File: src/rtl/operand_stager_pkg.sv
// Shared types and constants for the OP-stage operand stager and its
// per-source forwarding selectors.
package operand_stager_pkg;

  typedef enum logic {
    RUN   = 1'b0,
    DRAIN = 1'b1
  } op_state;

  localparam logic [4:0] X0_ADDR = 5'd0;

endpackage

File: src/rtl/operand_stager_fwd_sel.sv
// Resolves one source operand against the own output slot and the
// downstream producer stages, youngest match first.
module operand_fwd_sel
  import operand_stager_pkg::*;
#(
  parameter int XLEN = 32,
  parameter int NFWD = 3
) (
  input  logic [4:0]           src_addr,
  input  logic                 src_use,
  input  logic [XLEN-1:0]      rf_val,
  input  logic                 slot_valid,
  input  logic [4:0]           slot_rd,
  input  logic                 slot_wr,
  input  logic [NFWD*5-1:0]    stg_rd,
  input  logic [NFWD-1:0]      stg_wr,
  input  logic [NFWD-1:0]      stg_rdy,
  input  logic [NFWD*XLEN-1:0] stg_val,
  output logic [XLEN-1:0]      val,
  output logic                 hazard
);

  logic found;

  // The own slot is younger than every stage, and its result does not exist yet,
  // so a match there is always a stall regardless of what the stages hold.
  always_comb begin
    val    = rf_val;
    hazard = 1'b0;
    found  = 1'b0;
    if (!src_use || src_addr == X0_ADDR) begin
      val = '0;
    end else begin
      if (slot_valid && slot_wr && slot_rd == src_addr) begin
        found  = 1'b1;
        hazard = 1'b1;
      end
      for (int i = 0; i < NFWD; i++) begin
        if (!found && stg_wr[i] && stg_rd[i*5 +: 5] == src_addr) begin
          found = 1'b1;
          if (stg_rdy[i]) begin
            val = stg_val[i*XLEN +: XLEN];
          end else begin
            hazard = 1'b1;
          end
        end
      end
    end
  end

endmodule

File: src/rtl/operand_stager.sv
// OP-stage operand preparer: forwards or stalls each source, drains the
// pipeline for fix-marked instructions, and holds results in a valid/ready slot.
module operand_stager
  import operand_stager_pkg::*;
#(
  parameter int XLEN = 32,
  parameter int NFWD = 3,
  parameter int CNTW = 8
) (
  input  logic                 s_clk_i,
  input  logic                 s_resetn_i,
  input  logic                 s_in_valid_i,
  output logic                 s_in_ready_o,
  input  logic [4:0]           s_rs1_i,
  input  logic [4:0]           s_rs2_i,
  input  logic                 s_rs1_use_i,
  input  logic                 s_rs2_use_i,
  input  logic [4:0]           s_rd_i,
  input  logic                 s_wr_i,
  input  logic [XLEN-1:0]      s_rf_p1_i,
  input  logic [XLEN-1:0]      s_rf_p2_i,
  input  logic [XLEN-1:0]      s_imm_i,
  input  logic                 s_op2_imm_i,
  input  logic                 s_lsu_i,
  input  logic                 s_fix_i,
  input  logic [NFWD*5-1:0]    s_stg_rd_i,
  input  logic [NFWD-1:0]      s_stg_wr_i,
  input  logic [NFWD-1:0]      s_stg_rdy_i,
  input  logic [NFWD*XLEN-1:0] s_stg_val_i,
  input  logic [NFWD-1:0]      s_stg_busy_i,
  input  logic                 s_flush_i,
  output logic                 s_out_valid_o,
  input  logic                 s_out_ready_i,
  output logic [XLEN-1:0]      s_op1_o,
  output logic [XLEN-1:0]      s_op2_o,
  output logic                 s_hazard_o,
  output logic [CNTW-1:0]      s_stall_cnt_o
);

  op_state         state;
  logic [4:0]      held_rd;
  logic            held_wr;
  logic [XLEN-1:0] rs1_val;
  logic [XLEN-1:0] rs2_val;
  logic            rs1_haz;
  logic            rs2_haz;
  logic            pipe_empty;
  logic            fix_wait;
  logic            state_ok;
  logic            accept;
  logic [XLEN-1:0] op1_next;
  logic [XLEN-1:0] op2_next;

  operand_fwd_sel #(.XLEN(XLEN), .NFWD(NFWD)) u_fwd_rs1 (
    .src_addr   (s_rs1_i),
    .src_use    (s_rs1_use_i),
    .rf_val     (s_rf_p1_i),
    .slot_valid (s_out_valid_o),
    .slot_rd    (held_rd),
    .slot_wr    (held_wr),
    .stg_rd     (s_stg_rd_i),
    .stg_wr     (s_stg_wr_i),
    .stg_rdy    (s_stg_rdy_i),
    .stg_val    (s_stg_val_i),
    .val        (rs1_val),
    .hazard     (rs1_haz)
  );

  operand_fwd_sel #(.XLEN(XLEN), .NFWD(NFWD)) u_fwd_rs2 (
    .src_addr   (s_rs2_i),
    .src_use    (s_rs2_use_i),
    .rf_val     (s_rf_p2_i),
    .slot_valid (s_out_valid_o),
    .slot_rd    (held_rd),
    .slot_wr    (held_wr),
    .stg_rd     (s_stg_rd_i),
    .stg_wr     (s_stg_wr_i),
    .stg_rdy    (s_stg_rdy_i),
    .stg_val    (s_stg_val_i),
    .val        (rs2_val),
    .hazard     (rs2_haz)
  );

  // A fix instruction may only enter once nothing downstream or in our own slot is in flight.
  assign pipe_empty   = ~(|s_stg_busy_i) & ~s_out_valid_o;
  assign fix_wait     = s_in_valid_i & s_fix_i & ~pipe_empty;
  assign state_ok     = (state == DRAIN) ? pipe_empty : ~fix_wait;
  assign s_hazard_o   = s_in_valid_i & (rs1_haz | rs2_haz);
  assign s_in_ready_o = s_resetn_i & state_ok & ~s_hazard_o & (~s_out_valid_o | s_out_ready_i);
  assign accept       = s_in_valid_i & s_in_ready_o;
  assign op1_next     = s_lsu_i ? rs1_val + s_imm_i : rs1_val;
  assign op2_next     = s_op2_imm_i ? s_imm_i : rs2_val;

  always_ff @(posedge s_clk_i or negedge s_resetn_i) begin
    if (!s_resetn_i) begin
      state <= RUN;
    end else if (s_flush_i) begin
      state <= RUN;
    end else begin
      case (state)
        RUN:     if (fix_wait) state <= DRAIN;
        DRAIN:   if (pipe_empty) state <= RUN;
        default: state <= RUN;
      endcase
    end
  end

  // Flush wins over a same-cycle acceptance; op values simply stay stale behind out_valid=0.
  always_ff @(posedge s_clk_i or negedge s_resetn_i) begin
    if (!s_resetn_i) begin
      s_out_valid_o <= 1'b0;
      s_op1_o       <= '0;
      s_op2_o       <= '0;
      held_rd       <= '0;
      held_wr       <= 1'b0;
    end else if (s_flush_i) begin
      s_out_valid_o <= 1'b0;
      held_wr       <= 1'b0;
    end else if (accept) begin
      s_out_valid_o <= 1'b1;
      s_op1_o       <= op1_next;
      s_op2_o       <= op2_next;
      held_rd       <= s_rd_i;
      held_wr       <= s_wr_i;
    end else if (s_out_valid_o && s_out_ready_i) begin
      s_out_valid_o <= 1'b0;
    end
  end

  always_ff @(posedge s_clk_i or negedge s_resetn_i) begin
    if (!s_resetn_i) begin
      s_stall_cnt_o <= '0;
    end else if (s_flush_i || accept) begin
      s_stall_cnt_o <= '0;
    end else if (s_in_valid_i && s_stall_cnt_o != '1) begin
      s_stall_cnt_o <= s_stall_cnt_o + 1'b1;
    end
  end

endmodule

File: config.mk
export PLATFORM = sky130hd
export DESIGN_NAME = operand_stager
export DESIGN_NICKNAME = d
export VERILOG_FILES = /design/src/rtl/operand_stager_pkg.sv /design/src/rtl/operand_stager_fwd_sel.sv /design/src/rtl/operand_stager.sv
export SDC_FILE = /design/constraint.sdc
export NUM_CORES = 1
export LEC_CHECK = 0
export BUFFER_PORTS_ARGS = -buffer_cell sky130_fd_sc_hd__buf_2
export CAP_MARGIN = 5
export CORE_MARGIN = 8
export CORE_UTILIZATION = 50
export DETAILED_ROUTE_END_ITERATION = 6
export GPL_TIMING_DRIVEN = 1
export PLACE_DENSITY_LB_ADDON = 0.25
export SLEW_MARGIN = 20
export SYNTH_ARGS = -nofsm -noshare
export SYNTH_HDL_FRONTEND = slang
export SYNTH_SLANG_ARGS = --single-unit
File: constraint.sdc
create_clock -name s_clk_i -period 10.9 [get_ports s_clk_i]
set_input_delay 1.09 -clock s_clk_i [delete_from_list [all_inputs] [get_ports s_clk_i]]
set_output_delay 1.09 -clock s_clk_i [all_outputs]
set_load 0.01 [all_outputs]
==> out/qor.yml <==
status:
  outcome: "finished clean"
pwr:
  power_density_mw_per_mm2: 122
  p_sw_share_pct: 36.3
  internal_power_mw: 0.789
  p_leak_nw: 4.97
  p_seq_share_pct: 33.4
  power_frac_comb_pct: 37.2
  switchingPower_mw: 0.450
  p_clk_share_pct: 29.3
  vdd_drop_max_mv: 0.0735
floorplanning:
  coreArea_mm2: 0.0159
  ios: 317
  fp.dieH_um: 144
  start_util_pct: 51.3
  rows: 46
  die_area_mm2: 0.0207
  die_w_um: 144
clock_network:
  postCtsHoldBufs: 0
  clk_root_buffer_cell: "clkbuf_16"
  cts_resized: 0
  cts_made_buffers: 9
  htreeDepth: 3
  clk_pin_slew_ns: 0.07
  cts_sinks: 80
  cts_tree: "done"
  insertion_delay_ns: 0.35
  cts_setup_buffers: 0
  clk_path_buf_depth: 2
place:
  portBuffers: 316
  hpwl_mm: 28.1
  dp_slack_ns: 4.54
  dpl_cell_area_mm2: 0.00979
  place_congestion: 0.988
  dp.cells: 1556
timing:
  drv_slew: 0
  fmax_mhz: 163
  worst_slew_pin_slew_ns: 0.949
  setup_slack_ns: 4.78
  fin_skew_ns: 0.0117
  hold_viol: 0
  min_period_ns: 6.12
  setup_viol: 0
  fin_crit_sh_pct: 56.1
  timing.slew.headroom_pct: 36.6
  rsz0062_at_grt: "no"
  finalSetupTns_ns: 0
yosys:
  syn_inst: 1095
  ys_async_sr_fraction_pct: 100
  synthTopCellsByCount: "nand2_1, a21oi_1, nor2_1, dfrtp_1, clkbuf_1"
  synth_nets: 1370
  synth_cell_types: 69
  synth_fa_ha_area_share_pct: 5.14
  synthMuxAreaShare_pct: 5.27
  seq_area_frac_synth_pct: 24.5
  synth_top_area_share_pct: 24.5
  synthTopCellsByArea: "dfrtp_1, a21oi_1, nand2_1"
  synth_top_family_by_area: "compound AO/OA/AOI/OAI gates"
  synth_top_flop_cell: "dfrtp_1"
  post-synth-top-count-cell: "nand2_1"
  ys_seq_elements: 80
  yosys.area.top_type: "dfrtp_1"
  synth-edff-count: 0
  synth_compound_area_share_pct: 29.8
  synth_area_mm2: 0.00817
  avgSynthCellArea_um2: 7.46
  synthXorXnorAreaFrac_pct: 7.18
  synthSimpleGateAreaFrac_pct: 22.3
  yosysWarningCount: 0
setup_path:
  arrival_ns: 6.39
  r2r_start: "held_rd[1]"
  critPathTopFamily: "compound AO/OA/AOI/OAI gates"
  cp_slowest_cell: "or3b_2"
  start_kind: "primary input"
  rr_endpoint: "s_op1_o[16]"
  worst_setup_path_end_kind: "register"
  cp_max_fo: 42
  path_buf_inv: 2
  required_ns: 11.17
  reg2reg_depth: 18
  cp_slowest_stage_delay_ns: 0.79
  critPathKind: "in2reg"
  crit_chain: "buf_2, xor2_1, nor4_1, and3b_1, or3b_2, nor2_1, a211o_1, a21oi_1, ha_1, inv_1, fa_1, nor2b_1, o31a_1, o221ai_1, o21a_1, o21ai_0, a21o_1, a2111oi_0, o31ai_1"
  r2r_slack_ns: 5.27
worst_hold_path:
  min_to: "s_op1_o[27]"
  holdPathStages: 2
  hold_path_startpoint: "s_op1_o[27]"
  hold_class: "reg2reg"
drt:
  post-route-drc-count: 0
  num_vias: 9685
  initialDrtViolationCount: 657
  ant_nets: 0
  routed_wl_mm: 35.7
  routed_via_density: 6.12
  dr.pass1.iters: 6
  wl_per_cell_um: 22.6
grt:
  grt_use_total_pct: 34.1
  grt_pass1_wl_mm: 54.0
  first_global_vias: 9658
  antenna_found_initial: 11
  grt_max_degree: 75
  grt_overflow: 0
finish:
  nNetsFinal: 1627
  final_area_mm2: 0.0102
  finish.utilization_pct: 63.8
  final_layout_size_suffix_gt1_share_pct: 26.8
  syn2layout_area_growth_pct: 24.5
  stdcell_count: 1583
flow_run:
  maxCapViolations: 0
state kept, by name, indices dropped and copies added (netlist names):
| signal | count |
|---|---|
| held_rd | 5 |
| held_wr | 1 |
| s_op1_o | 32 |
| s_op2_o | 32 |
| s_out_valid_o | 1 |
| s_stall_cnt_o | 8 |
| state | 1 |
routing by layer:
metal | share of wire (%) | global-route usage, % | up-vias
met3 | 9.5 | 6.70 | 104
met2 | 47 | 57.1 | 544
met4 | 5.5 | 20.1 | 0
li1 | - | - | 4489
met5 | 0 | 0 | -
met1 | 38 | 39.7 | 4548
kinds of logic after synthesis:
kind of cell,Yosys count
AND/OR/NAND/NOR,396
AO/OA/AOI/OAI,361
buffers and inverters,115
flip-flops,80
XOR/XNOR,67
multiplexers,43
adder cells (fa/ha/maj),33
worst reg2reg max path, stage by stage (launching register included):
cell,delay (ns)
dfrtp_1,0.43
xor2_1,0.16
nor4_1,0.34
and3b_1,0.56
or3b_2,0.79
nor2_1,0.09
a211o_1,0.29
a21oi_1,0.20
ha_1,0.23
inv_1,0.07
fa_1,0.41
nor2b_1,0.24
o31a_1,0.24
o221ai_1,0.23
o21a_1,0.37
o21ai_0,0.42
a21o_1,0.18
a2111oi_0,0.09
o31ai_1,0.20
power by group through the flow:
stage	clock (mW)	combinational, mW	sequential (mW)
2_1_floorplan	0	0.225	0.441
4_1_cts	0.365	0.460	0.413
6_report	0.363	0.461	0.414
3_3_place_gp	0	0.453	0.417
3_5_place_dp	0	0.457	0.416
5_1_grt	0.377	0.505	0.423
final cells by class:
type                            instances  area, µm²
Fill cell                            1498       5770
Multi-Input combinational cell        900       5730
Sequential cell                        80       2000
Timing Repair Buffer                  329       1680
Tap cell                              216        270
Clock buffer                            9        225
Inverter                               32        120
Clock inverter                          6        116
Antenna cell                           11       27.5
worst max path at each step:
stage	slack [ns]	depth (start not counted)	start	end
after floorplan	5.54	20	s_rs1_i[4]	s_op1_o[31]
final	4.78	19	s_rs1_i[4]	s_op1_o[16]
after global routing	4.27	17	s_rs1_i[4]	s_op1_o[31]
after CTS	4.87	19	s_rs1_i[4]	s_op1_o[16]
after global placement	4.68	19	s_rs1_i[4]	s_op1_o[16]
after detailed placement	4.54	19	s_rs1_i[4]	s_op1_o[16]
placed cells by master (no fill, tap or decap), types with 4 or more instances in the layout:
cell	count
xnor2_1	30
nand2_1	143
o211ai_1	47
nor3_1	8
diode_2	11
ha_1	32
nand2b_1	6
or4_1	7
and2_1	7
o22a_1	4
nand3_1	39
a31oi_1	6
mux2i_1	43
nor2_1	113
or3_1	13
inv_1	32
buf_2	315
a211oi_1	24
nand4_1	10
and3_1	18
a22o_1	4
a22oi_1	6
buf_4	14
o21ai_0	33
and2_0	4
or2_2	4
clkbuf_16	9
o31a_1	14
dfrtp_1	80
o21a_1	14
xor2_1	37
a21o_1	47
o221ai_1	7
nor4_1	6
a21oi_1	113
a211o_1	9
metrics by stage:
stage | power [mW] | hold slack, ns
2_1_floorplan | 0.667 | 0.506
3_3_place_gp | 0.870 | 0.458
3_5_place_dp | 0.873 | 0.473
4_1_cts | 1.24 | 0.494
5_1_grt | 1.30 | 0.522
6_report | 1.24 | 0.492
Note: power is estimated with default switching activity, not from simulation.
